[src/rtl/tlc_control_unit.sv]
// tlc_control_unit: ASMD sequencer that steps N/S/E/W through green, yellow and all-red clearance.
// Ports: CU_CLK clock; CU_Rst synchronous active-high reset; CU_Flag datapath phase-timer expired;
//   CU_Req demand {W,E,S,N}; CU_North/South/East/West one-hot approach select; CU_Phase 0 green,
//   1 yellow; CU_Load timer restart strobe; CU_Fault sticky watchdog fault; CU_State debug encoding.
module tlc_control_unit #(
  parameter int ALLRED_CYC = 4,
  parameter int WDT_CYCLES = 1024,
  parameter int CNT_W = 10
) (
  input  logic       CU_CLK,
  input  logic       CU_Rst,
  input  logic       CU_Flag,
  input  logic [3:0] CU_Req,
  output logic       CU_North,
  output logic       CU_South,
  output logic       CU_East,
  output logic       CU_West,
  output logic       CU_Phase,
  output logic       CU_Load,
  output logic       CU_Fault,
  output logic [2:0] CU_State
);
  typedef enum logic [2:0] {
    ALL_RED = 3'd0,
    GREEN   = 3'd1,
    YELLOW  = 3'd2,
    CLEAR   = 3'd3,
    FAULT   = 3'd4
  } state_e;
  localparam logic [CNT_W-1:0] AR_LAST  = CNT_W'(ALLRED_CYC - 1);
  localparam logic [CNT_W-1:0] WDT_LAST = CNT_W'(WDT_CYCLES - 1);
  state_e           state_q, state_d;
  logic [1:0]       dir_q, dir_d, nxt_dir;
  logic [CNT_W-1:0] cnt_q, cnt_d, cnt_inc;
  logic             active, entry, flag_ok;
  assign active  = state_q == GREEN || state_q == YELLOW;
  // The counter is cleared on every phase entry, so zero marks the entry cycle.
  assign entry   = cnt_q == '0;
  assign flag_ok = CU_Flag && !entry;
  assign cnt_inc = &cnt_q ? cnt_q : cnt_q + CNT_W'(1);
  // First requester after dir_q in rotation order; the smallest offset is written last and wins.
  always_comb begin
    nxt_dir = dir_q + 2'd1;
    for (int k = 4; k >= 1; k--) if (CU_Req[dir_q + 2'(k)]) nxt_dir = dir_q + 2'(k);
  end
  always_comb begin
    state_d = state_q;
    dir_d   = dir_q;
    cnt_d   = cnt_q;
    case (state_q)
      ALL_RED, CLEAR: begin
        if (cnt_q == AR_LAST) begin
          state_d = GREEN;
          dir_d   = nxt_dir;
          cnt_d   = '0;
        end else cnt_d = cnt_inc;
      end
      GREEN, YELLOW: begin
        if (flag_ok) begin
          state_d = state_q == GREEN ? YELLOW : CLEAR;
          cnt_d   = '0;
        end else if (cnt_q == WDT_LAST) state_d = FAULT;
        else cnt_d = cnt_inc;
      end
      FAULT: state_d = FAULT;
      default: begin
        state_d = ALL_RED;
        cnt_d   = '0;
      end
    endcase
  end
  always_ff @(posedge CU_CLK) begin
    if (CU_Rst) begin
      state_q <= ALL_RED;
      dir_q   <= 2'd3;
      cnt_q   <= '0;
    end else begin
      state_q <= state_d;
      dir_q   <= dir_d;
      cnt_q   <= cnt_d;
    end
  end
  assign CU_North = active && dir_q == 2'd0;
  assign CU_South = active && dir_q == 2'd1;
  assign CU_East  = active && dir_q == 2'd2;
  assign CU_West  = active && dir_q == 2'd3;
  assign CU_Phase = state_q == YELLOW;
  assign CU_Load  = active && entry;
  assign CU_Fault = state_q == FAULT;
  assign CU_State = state_q;
endmodule

[config.mk]
export PLATFORM = sky130hd
export DESIGN_NAME = tlc_control_unit
export DESIGN_NICKNAME = d
export VERILOG_FILES = /design/src/rtl/tlc_control_unit.sv
export SDC_FILE = /design/constraint.sdc
export NUM_CORES = 1
export LEC_CHECK = 0
export BUFFER_PORTS_ARGS = -buffer_cell sky130_fd_sc_hd__buf_2
export CORE_UTILIZATION = 40
export CTS_BUF_LIST = sky130_fd_sc_hd__clkbuf_2 sky130_fd_sc_hd__clkbuf_4 sky130_fd_sc_hd__clkbuf_8
export DETAILED_ROUTE_END_ITERATION = 10
export PLACE_DENSITY = 0.56
export SETUP_SLACK_MARGIN = 0.02
export SLEW_MARGIN = 15
export SYNTH_ARGS = -nofsm -noshare
export SYNTH_HDL_FRONTEND = slang
export SYNTH_SLANG_ARGS = --single-unit
[constraint.sdc]
create_clock -name CU_CLK -period 3.15 [get_ports CU_CLK]
set_input_delay 0.945 -clock CU_CLK [delete_from_list [all_inputs] [get_ports CU_CLK]]
set_output_delay 0.945 -clock CU_CLK [all_outputs]
set_load 0.03 [all_outputs]
==> flow_summary.json <==
{
  "run_status": "finished, final reports clean",
  "synth_ff_type": "dfxtp_1",
  "dp_cells": 184,
  "drive_gt1_share_pct": 18.5,
  "fin_skew_ps": 8.24,
  "finalSetupTns_ps": 0,
  "ir_worst_vdd_mv": 0.184,
  "cts_buffers": 3,
  "clkTransAtPathRegs_ps": 90,
  "critPathKind": "register to output pin",
  "syn2layout_area_growth_pct": 9.75,
  "fmax_ghz": 0.379,
  "initial_core_util_pct": 42.2,
  "grt_start_max_net_pins": 15,
  "ys_warn_count": 0,
  "relSlewSlack_pct": 44.0,
  "total_power_w": 0.000449,
  "grt_util_met3_pct": 3.72,
  "synth_edf_count": 0,
  "cp.required_ps": 2200,
  "die_y_um": 55.7,
  "power_density_mw_per_mm2": 354,
  "ctsHoldBuffers": 0,
  "post-cts-setup-buffers": 0,
  "coreArea_mm2": 0.00273,
  "port_buffers": 16,
  "cts.sinks": 15,
  "grt_pass1_wl_um": 4780,
  "design.die.area_mm2": 0.00311,
  "slew_viol_final": 0,
  "grt_antenna_before_repair": 0,
  "clock_latency_ps": 290,
  "rsz0062_at_grt": "no",
  "stdcell_count": 188,
  "wl_um": 2770,
  "io_pins": 17,
  "fp.dieW_um": 55.7,
  "clk_path_buf_depth": 2,
  "cts-root-buf": "clkbuf_4",
  "setup_viol": 0,
  "firstDrtPassIters": 4,
  "viasPerCell": 6.02,
  "htree_levels": 1,
  "gp_congestion": 0.730,
  "worstPathArrival_ps": 1690,
  "ys_seq_area_share_pct": 26.0,
  "grt_usage_pct": 19.4,
  "drc_errors": 0,
  "fin_nets": 171,
  "yosysUniqueCellTypes": 43,
  "ys_async_sr_fraction_pct": 0,
  "syn_area_per_cell_um2": 8.08,
  "detail_route.iter0.violations": 62,
  "end_kind": "output pin",
  "postSynthCellCount": 143,
  "hpwl_um": 2000,
  "cts_tree": "built",
  "nFillCells": 267,
  "wl_per_cell_um": 14.7,
  "diodes": 0,
  "finalHoldViolations": 0,
  "grt_pass1_vias": 1075,
  "p_leak_nw": 0.535,
  "max_cap_violations": 0,
  "start_kind": "register",
  "postRouteAntennaNets": 0,
  "vias": 1131,
  "syn_nets": 156,
  "fin_crit_sh_pct": 83.8,
  "cp_max_fo": 8,
  "tightest_slew_ps": 836,
  "grtUsageMet2_pct": 29.1,
  "grt_overflow": 0,
  "fin_crit_ps": 2640,
  "grt.busiest_layer": "met2",
  "ctsResizeCount": 0,
  "num_rows": 19,
  "hp-class": "register to register",
  "ys_ff_latch": 15,
  "netlist_area_mm2": 0.00115,
  "grtUsageMet1_pct": 26.7
}
[layer usage]
| metal | up-vias | share of wire, % |
|---|---|---|
| met4 | 0 | 1.3 |
| met2 | 30 | 48 |
| li1 | 564 | - |
| met5 | - | 0 |
| met1 | 532 | 46 |
| met3 | 5 | 4.8 |
[cells by family after synthesis]
| kind of cell | Yosys count | share of synthesized area (%) |
|---|---|---|
| and+or+nand+nor | 60 | 30.6 |
| AOI/OAI and AO/OA | 41 | 25.5 |
| DFF | 15 | 26.0 |
| muxes | 3 | 3.68 |
| buffers and inverters | 16 | 6.18 |
| adders and majority gates | 7 | 7.37 |
| xor gates and xnor gates | 1 | 0.759 |
[final timing paths]
path / start / slack [ps] / depth (start not counted) / endpoint
max: CU_State[0] / 510 / 4 / CU_Load
min: CU_State[0] / 560 / 2 / CU_State[0]
max reg2reg: cnt_q[0] / 890 / 5 / cnt_q[4]
min reg2reg: CU_State[0] / 560 / 2 / CU_State[0]
[sequential cells by signal, indices dropped and copies added, names as in the netlist]
name      cells
dir_q         2
CU_State      3
cnt_q        10
[stage by stage]
step / util, % / instance area, um2 / hold slack, ps / setup WS [ps]
6_report: 46.4 / 1270 / 562 / 512
5_1_grt: 46.4 / 1270 / 589 / 364
4_1_cts: 46.4 / 1270 / 560 / 486
3_5_place_dp: 45.4 / 1240 / 544 / 810
3_3_place_gp: 45.4 / 1240 / 526 / 797
2_1_floorplan: - / 1150 / 500 / 771
[area by class of cell]
class / instances / area (um2) / area share, %
Multi-Input combinational cell: 112 / 783 / 61.8
Sequential cell: 15 / 300 / 23.7
Timing Repair Buffer: 16 / 80.1 / 6.32
Inverter: 10 / 37.5 / 2.96
Clock buffer: 3 / 22.5 / 1.78
Clock inverter: 1 / 5.00 / 0.395
Tap cell: 31 / 38.8 / 3.06
[report_power, final]
group          internal, W  total (W)  switching (W)
registers         0.000199   0.000217      0.0000176
logic            0.0000493   0.000118      0.0000692
clock network    0.0000472   0.000114      0.0000668
total             0.000295   0.000449       0.000154
[synth_stat cells (2+ instances only)]
| master | instances | area share (%) |
|---|---|---|
| o22ai_1 | 2 | 1.1 |
| and4_2 | 2 | 1.7 |
| nor2_1 | 11 | 3.6 |
| mux2i_1 | 2 | 1.7 |
| nand2b_1 | 2 | 1.1 |
| o21ai_1 | 2 | 0.87 |
| a31oi_1 | 4 | 2.2 |
| ha_1 | 6 | 6.5 |
| inv_1 | 10 | 3.3 |
| a21oi_1 | 9 | 3.9 |
| buf_2 | 3 | 1.3 |
| and3_1 | 2 | 1.1 |
| nand3_1 | 10 | 4.3 |
| and2_1 | 5 | 2.7 |
| nor3_1 | 4 | 1.7 |
| a211oi_1 | 7 | 4.6 |
| clkbuf_1 | 2 | 0.65 |
| dfxtp_1 | 15 | 26 |
| a2111oi_0 | 2 | 1.5 |
| nand2_1 | 11 | 3.6 |
| o21ai_0 | 6 | 2.6 |
| nor4_4 | 2 | 3.7 |
| nand4_1 | 4 | 2.2 |
[critical path, stage by stage (launching register included)]
cell and delay, ps:
dfxtp_1 470, xnor2_1 180, nor2_1 300, and4_2 270, buf_2 190
[placed cells by master, fill, tap and decap left out, types with 5 or more instances in the layout]
cell	instances
a211oi_1	7
and2_1	5
inv_1	10
dfxtp_1	15
buf_2	16
nand2_1	11
nor2_1	11
nand3_1	10
a21oi_1	9
o21ai_0	6
ha_1	6
Power figures use the tool's default switching activity.
